**src/rtl/freqdiv_pkg.sv**
```systemverilog
// Shared widths, rate constants and divisor type for the clock divider slice.
package freqdiv_pkg;

    localparam int unsigned DIV_WIDTH    = 20;
    localparam int unsigned DIV_1HZ_HALF = 250000;
    localparam int unsigned DIV_SCAN     = 2500;

    typedef logic [DIV_WIDTH-1:0] div_t;

endpackage

```
**src/rtl/freqdiv_counter.sv**
```systemverilog
// Half-period counter: counts enabled cycles and flags the terminal count of divisor-1.
module freqdiv_counter
    import freqdiv_pkg::*;
#(
    parameter int unsigned WIDTH = DIV_WIDTH
) (
    input  logic             clk,
    input  logic             rst_n,
    input  logic             enable,
    input  logic             clear,
    input  logic [WIDTH-1:0] divisor,
    output logic             terminal
);

    logic [WIDTH-1:0] r_count;

    // divisor is already forced to at least 1 by the parent, so divisor-1 never wraps
    assign terminal = enable && (r_count == divisor - WIDTH'(1));

    always_ff @(posedge clk) begin
        if (!rst_n) begin
            r_count <= '0;
        end else if (clear || terminal) begin
            r_count <= '0;
        end else if (enable) begin
            r_count <= r_count + WIDTH'(1);
        end
    end

endmodule

```
**src/rtl/freqdivider_prog.sv**
```systemverilog
// Programmable 50% clock divider with per-half-period tick and glitch-free divisor reload.
// FREQDIV_IMMEDIATE_LOAD_EN: div_load rewrites the divisor at once and restarts the count.
module freqdivider_prog
    import freqdiv_pkg::*;
#(
    parameter int unsigned WIDTH       = DIV_WIDTH,
    parameter int unsigned DIV_DEFAULT = DIV_1HZ_HALF
) (
    input  logic             clock,
    input  logic             reset_n,
    input  logic             enable,
    input  logic [WIDTH-1:0] div_in,
    input  logic             div_load,
    output logic             clk_out,
    output logic             tick,
    output logic             div_pending
);

    logic [WIDTH-1:0] r_active;
    logic [WIDTH-1:0] r_pending;
    logic             r_pending_valid;
    logic             r_clk_out;
    logic             r_tick;

    logic [WIDTH-1:0] w_div_eff;
    logic             w_terminal;
    logic             w_clear;
    logic             w_toggle;

    assign w_div_eff = (r_active == '0) ? WIDTH'(1) : r_active;

`ifdef FREQDIV_IMMEDIATE_LOAD_EN
    assign w_clear = div_load;
`else
    assign w_clear = 1'b0;
`endif

    // An immediate load suppresses a coincident terminal so no toggle slips through
    assign w_toggle = w_terminal && !w_clear;

    freqdiv_counter #(
        .WIDTH (WIDTH)
    ) u_counter (
        .clk      (clock),
        .rst_n    (reset_n),
        .enable   (enable),
        .clear    (w_clear),
        .divisor  (w_div_eff),
        .terminal (w_terminal)
    );

    always_ff @(posedge clock) begin
        if (!reset_n) begin
            r_active        <= WIDTH'(DIV_DEFAULT);
            r_pending       <= '0;
            r_pending_valid <= 1'b0;
            r_clk_out       <= 1'b0;
            r_tick          <= 1'b0;
        end else begin
            r_tick <= w_toggle;
            if (w_toggle) begin
                r_clk_out <= ~r_clk_out;
            end
`ifdef FREQDIV_IMMEDIATE_LOAD_EN
            r_pending_valid <= 1'b0;
            if (div_load) begin
                r_active <= div_in;
            end
`else
            if (w_toggle && r_pending_valid) begin
                r_active        <= r_pending;
                r_pending_valid <= 1'b0;
            end
            // Placed after the apply so a same-edge load re-arms the pending slot
            if (div_load) begin
                r_pending       <= div_in;
                r_pending_valid <= 1'b1;
            end
`endif
        end
    end

    assign clk_out     = r_clk_out;
    assign tick        = r_tick;
    assign div_pending = r_pending_valid;

endmodule
```
**config.mk**
```make
export PLATFORM = sky130hd
export DESIGN_NAME = freqdivider_prog
export DESIGN_NICKNAME = d
export VERILOG_FILES = /design/src/rtl/freqdiv_pkg.sv /design/src/rtl/freqdiv_counter.sv /design/src/rtl/freqdivider_prog.sv
export SDC_FILE = /design/constraint.sdc
export NUM_CORES = 1
export LEC_CHECK = 0
export ABC_AREA = 1
export BUFFER_PORTS_ARGS = -buffer_cell sky130_fd_sc_hd__buf_2
export CAP_MARGIN = 10
export CORE_ASPECT_RATIO = 0.6
export CORE_UTILIZATION = 55
export DETAILED_ROUTE_END_ITERATION = 8
export GPL_ROUTABILITY_DRIVEN = 0
export GPL_TIMING_DRIVEN = 0
export PLACE_DENSITY = 0.76
export REMOVE_ABC_BUFFERS = 1
export SKIP_CTS_REPAIR_TIMING = 1
export SYNTH_ARGS = -nofsm -noshare
export SYNTH_HDL_FRONTEND = slang
export SYNTH_SLANG_ARGS = --single-unit
export TNS_END_PERCENT = 1
```
**constraint.sdc**
```tcl
create_clock -name clock -period 5.3 [get_ports clock]
set_clock_uncertainty 0.2 [all_clocks]
set_input_delay 1.59 -clock clock [delete_from_list [all_inputs] [get_ports clock]]
set_output_delay 1.59 -clock clock [all_outputs]
set_load 0.01 [all_outputs]
```
=== After elaboration in Yosys (flattened, before gate mapping) ===
Cells that the tools add are included.

* Bits of input ports: 24
* Flip-flop bits (word level): 63
* Output and inout port bits: 3
* Word-level logic and storage cells: 19

* Bitwise logic cells: 2
* Reduce and logical (&&, ||, !) cells: 5
* Eq/ne operators: 1
* Add/subtract/negate cells: 2
* Mux-type cells: 3

{| class="wikitable"
|+ Operators with widths
! kind !! number
|-
| 20-bit by 1-bit adder with 20-bit output, second input constant || 1
|-
| 20-bit == test || 1
|-
| 20-bit zero test || 1
|-
| 20-bit 2-to-1 mux || 1
|-
| 20-bit by 1-bit subtractor with 20-bit output, second input constant || 1
|-
| 1-bit logical AND || 2
|-
| 1-bit 2-to-1 mux || 2
|-
| 1-bit inverter || 2
|-
| 2-bit nonzero test || 1
|-
| 2-bit OR reduction || 1
|}

=== Logic depth before layout (Yosys ltp) ===
* Word-level depth: 8
* Depth in mapped cells: 20
* Depth with buffers taken out: 19

=== Cells and area by module ===
Synthesis repeated with hierarchy kept, for this count alone.

* Cells, all modules: 545
* Area, all modules: 3509.6 µm²

{| class="wikitable"
|+ By module, submodules not included
! module !! times used !! cells an instance !! area each (µm²) !! seq. area each (µm²)
|-
| freqdiv_counter || 1 || 320 || 1833.0 || 400.4
|-
| freqdivider_prog || 1 || 225 || 1676.6 || 860.8
|}

=== Worst setup path before layout ===
OpenSTA, ideal clock, no wires.

* Path kind: in2reg
* Start: input enable
* End: register u_counter.r_count[16]
* Path buffers: 0
* Setup time: 78 ps
* Cell stages on the path: 12
* Setup slack: 2066 ps
* Arrival: 2956 ps
* Required time: 5022 ps
* Path through: inv_2 > nor4_1 > nand2_1 > nor2_1 > nand2_1 > nor2_1 > nand2_1 > nor4_2 > nand2_1 > nand2_1 > inv_1 > nor3_1

* Word-level cells in the longest chain between the ends: 2

{| class="wikitable"
|+ RTL lines
! item !! RTL line !! source
|-
| from (decl) || freqdivider_prog.sv:11 || <nowiki>input logic enable,</nowiki>
|-
| 1-bit logical AND || freqdiv_counter.sv:18 || <nowiki>assign terminal = enable && (r_count == divisor - WIDTH'(1));</nowiki>
|-
| 2-bit OR reduction (no line) || -- ||
|-
| to (signal assigned) || freqdiv_counter.sv:26 || <nowiki>r_count <= r_count + WIDTH'(1);</nowiki>
|-
| to (decl) || freqdiv_counter.sv:15 || <nowiki>logic [WIDTH-1:0] r_count;</nowiki>
|}

Parallel ways exist; a longest one is shown, timed or not.
A chain may end at the register's enable or synchronous reset.

=== Final worst setup path ===
* Start: register r_active[2]
* End: register r_active[8]

* Word-level cells in the longest chain between the ends: 6

{| class="wikitable"
|+ RTL lines
! item !! RTL line !! source
|-
| from (decl) || freqdivider_prog.sv:19 || <nowiki>logic [WIDTH-1:0] r_active;</nowiki>
|-
| from (signal assigned) || freqdivider_prog.sv:54 || <nowiki>r_active <= WIDTH'(DIV_DEFAULT);</nowiki>
|-
| from (signal assigned) || freqdivider_prog.sv:71 || <nowiki>r_active <= r_pending;</nowiki>
|-
| 20-bit zero test || freqdivider_prog.sv:30 || <nowiki>assign w_div_eff = (r_active == '0) ? WIDTH'(1) : r_active;</nowiki>
|-
| 20-bit 2-to-1 mux * || freqdivider_prog.sv:30 ||
|-
| 20-bit by 1-bit subtractor with 20-bit output * || freqdiv_counter.sv:18 ||
|-
| 20-bit == test * || freqdiv_counter.sv:18 ||
|-
| 1-bit logical AND * || freqdiv_counter.sv:18 ||
|-
| 1-bit logical AND * || freqdivider_prog.sv:70 || <nowiki>if (w_toggle && r_pending_valid) begin</nowiki>
|}

Mark *: on every way between the ends. The rest lies on a longest branch, timed or not.

==> results.ini <==
[critical_path]
crit_cells=17
cp-end-kind=flop
crit_end=r_active[8]
worstPathRequired_ns=5.38
path_class=reg2reg
cp_max_fo=33
path_cells=nor2_2 > nand2_1 > nor2_2 > nand3_4 > nand2_2 > inv_2 > ha_1 > nand2_1 > nor2_1 > nand2_1 > xor2_1 > nand4_1 > nor2_4 > nand4_4 > nand2_1 > nand2_1 > nor2_1
reg2reg_from=r_active[2]
crit_path_top_delay_cell=nand4_4
cp-start-kind=flop
cp_common_cell=nand2_1
r2r_slack_ns=1.76
crit_start=r_active[2]
critPathTopFamily=simple AND/OR/NAND/NOR gates
critPathMaxStageDelay_ns=0.44
crit_arrival_ns=3.62
crit_buf_inv=1
reg2reg_depth=17
r2r-end=r_active[8]

[final_layout]
diodes=0
final_cell_mix=nor2_1, nand2_1, dfxtp_1, inv_1, buf_2
fin_cells=592
final_common_cell=nor2_1
drive_gt1_frac=0.117
area_growth_pct=10.3
fin_nets=533

[timing]
rsz0062_at_grt=false
min_period_ns=3.54
worst_pin_slew_ns=0.796
setup-tns-final_ns=0
setup_viol=0
slew_violations=0
holdWs_ns=0.273
max_slew_margin=0.464
fmax_mhz=282
hold_viol_final=0
post-route-period-util=0.668

[synthesis]
synthesis.area_um2=3330
synth_edf_count=0
ys.flop_type=dfxtp_1
synthCells=486
seq_area_frac_synth=0.378
netlist-cell-type-count=34
yosys_warnings=0
syn_area_per_cell_um2=6.86
async_reset_ff_frac=0
ys_ff_latch=63

[clock_network]
clock_sinks=63
clock_latency_ns=0.35
cts.path.max_buffers=2
cts_made_buffers=9
cts-root-buf=clkbuf_8
path_clk_slew_ns=0.07
cts_tree=yes
htree_num_levels=3

[outcome]
outcome=finished, final reports clean

[global_routing]
antenna_found_initial=0
grt.overflow.total=0
grt_usage=0.262
grt_max_degree=46
grt_pass1_wl_um=12700
grt_pass1_vias=2745

[pwr]
power.density_nw_per_um2=259
ir_worst_vdd_mv=0.162
total_leakage_power_uw=0.00163

[detailed_routing]
wl_um=7450
wl_per_cell_um=12.6
drtAntennaViolNets=0
drt-vias-per-instance=5.19
dr.pass1.iters=5
drc=0
drt_iter0_drc=169
vias=3071

[placement]
place_inst=576
dpl.hpwl_um=5470
numPortBuffers=26

[hold_path]
hp-start=clk_out
worstHoldPathType=reg2reg

[die]
die_area_um2=6390
ios=27
num_rows=21
start_util=0.585
fp.dieH_um=62.3
core-area_um2=5700
fp.dieW_um=103

[run]
cap_violations=0

## stage by stage
stage / util / area [um2] / setup WS, ns / total power [uW]
3_3_place_gp: 0.610 / 3480 / 1.58 / 542
6_report: 0.645 / 3680 / 1.76 / 952
4_1_cts: 0.645 / 3680 / 1.77 / 962
2_1_floorplan: - / 3250 / 2.06 / 522
3_5_place_dp: 0.610 / 3480 / 1.52 / 544
5_1_grt: 0.645 / 3680 / 1.43 / 998
## cell usage after synthesis, types with 4 or more instances
library cell | n | area [um2]
nor3_1 | 22 | 110
dfxtp_1 | 63 | 1260
o21ai_0 | 21 | 105
nand4_1 | 20 | 125
nand2_1 | 95 | 357
nor2_1 | 109 | 409
inv_1 | 41 | 154
nand3_1 | 24 | 120
xor2_1 | 20 | 175
xnor2_1 | 11 | 96.3
clkbuf_1 | 10 | 37.5
nor2_2 | 4 | 25.0
a21oi_1 | 7 | 35.0
## layout make-up
type,instances,area [um2]
fill,538,2030
multi-input combinational,360,1810
sequential,63,1260
inverter,47,176
clock buffer,11,141
timing repair buffer,26,130
tap,80,100
clock inverter,5,57.6
## layer usage
metal	up-vias	global-route usage	share of wire
met5	-	0	0
met4	0	0.0929	0.013
met3	12	0.108	0.071
met2	84	0.358	0.42
met1	1382	0.364	0.50
li1	1593	-	-
## worst register-to-register path, delay by kind of cell (launching register included)
kind	cells	cell delay (ns)
buffers and inverters	1	0.08
adder cells (fa/ha/maj)	1	0.28
flip-flops	1	0.36
AND/OR/NAND/NOR	14	2.40
XOR/XNOR	1	0.15
## kinds of logic after synthesis
logic type,after synthesis,share of synthesized area
and+or+nand+nor,293,0.401
buffers and inverters,63,0.0788
DFF,63,0.378
AOI/OAI and AO/OA,34,0.0529
xor gates and xnor gates,31,0.0815
adders and majority gates,2,0.00751
## report_power, final
| part | internal [uW] | switching (uW) | leakage, uW |
|---|---|---|---|
| logic | 14.9 | 24.4 | 0.00101 |
| clock network | 230 | 188 | 0.000103 |
| registers | 486 | 8.80 | 0.000514 |
| total | 730 | 221 | 0.00163 |
## how the worst min path moves through the flow
stage	to	slack [ns]	cells after the start
final	clk_out	0.27	1
after floorplan	r_active[0]	0.25	2
after global placement	clk_out	0.24	1
after detailed placement	clk_out	0.26	1
after global routing	r_active[2]	0.31	2
after CTS	clk_out	0.27	1
## sequential cells by signal, summed over array words and instances (netlist names)
name	count
r_active	20
r_pending	20
u_counter.r_count	20
clk_out	1
div_pending	1
tick	1
Power figures use the tool's default switching activity.
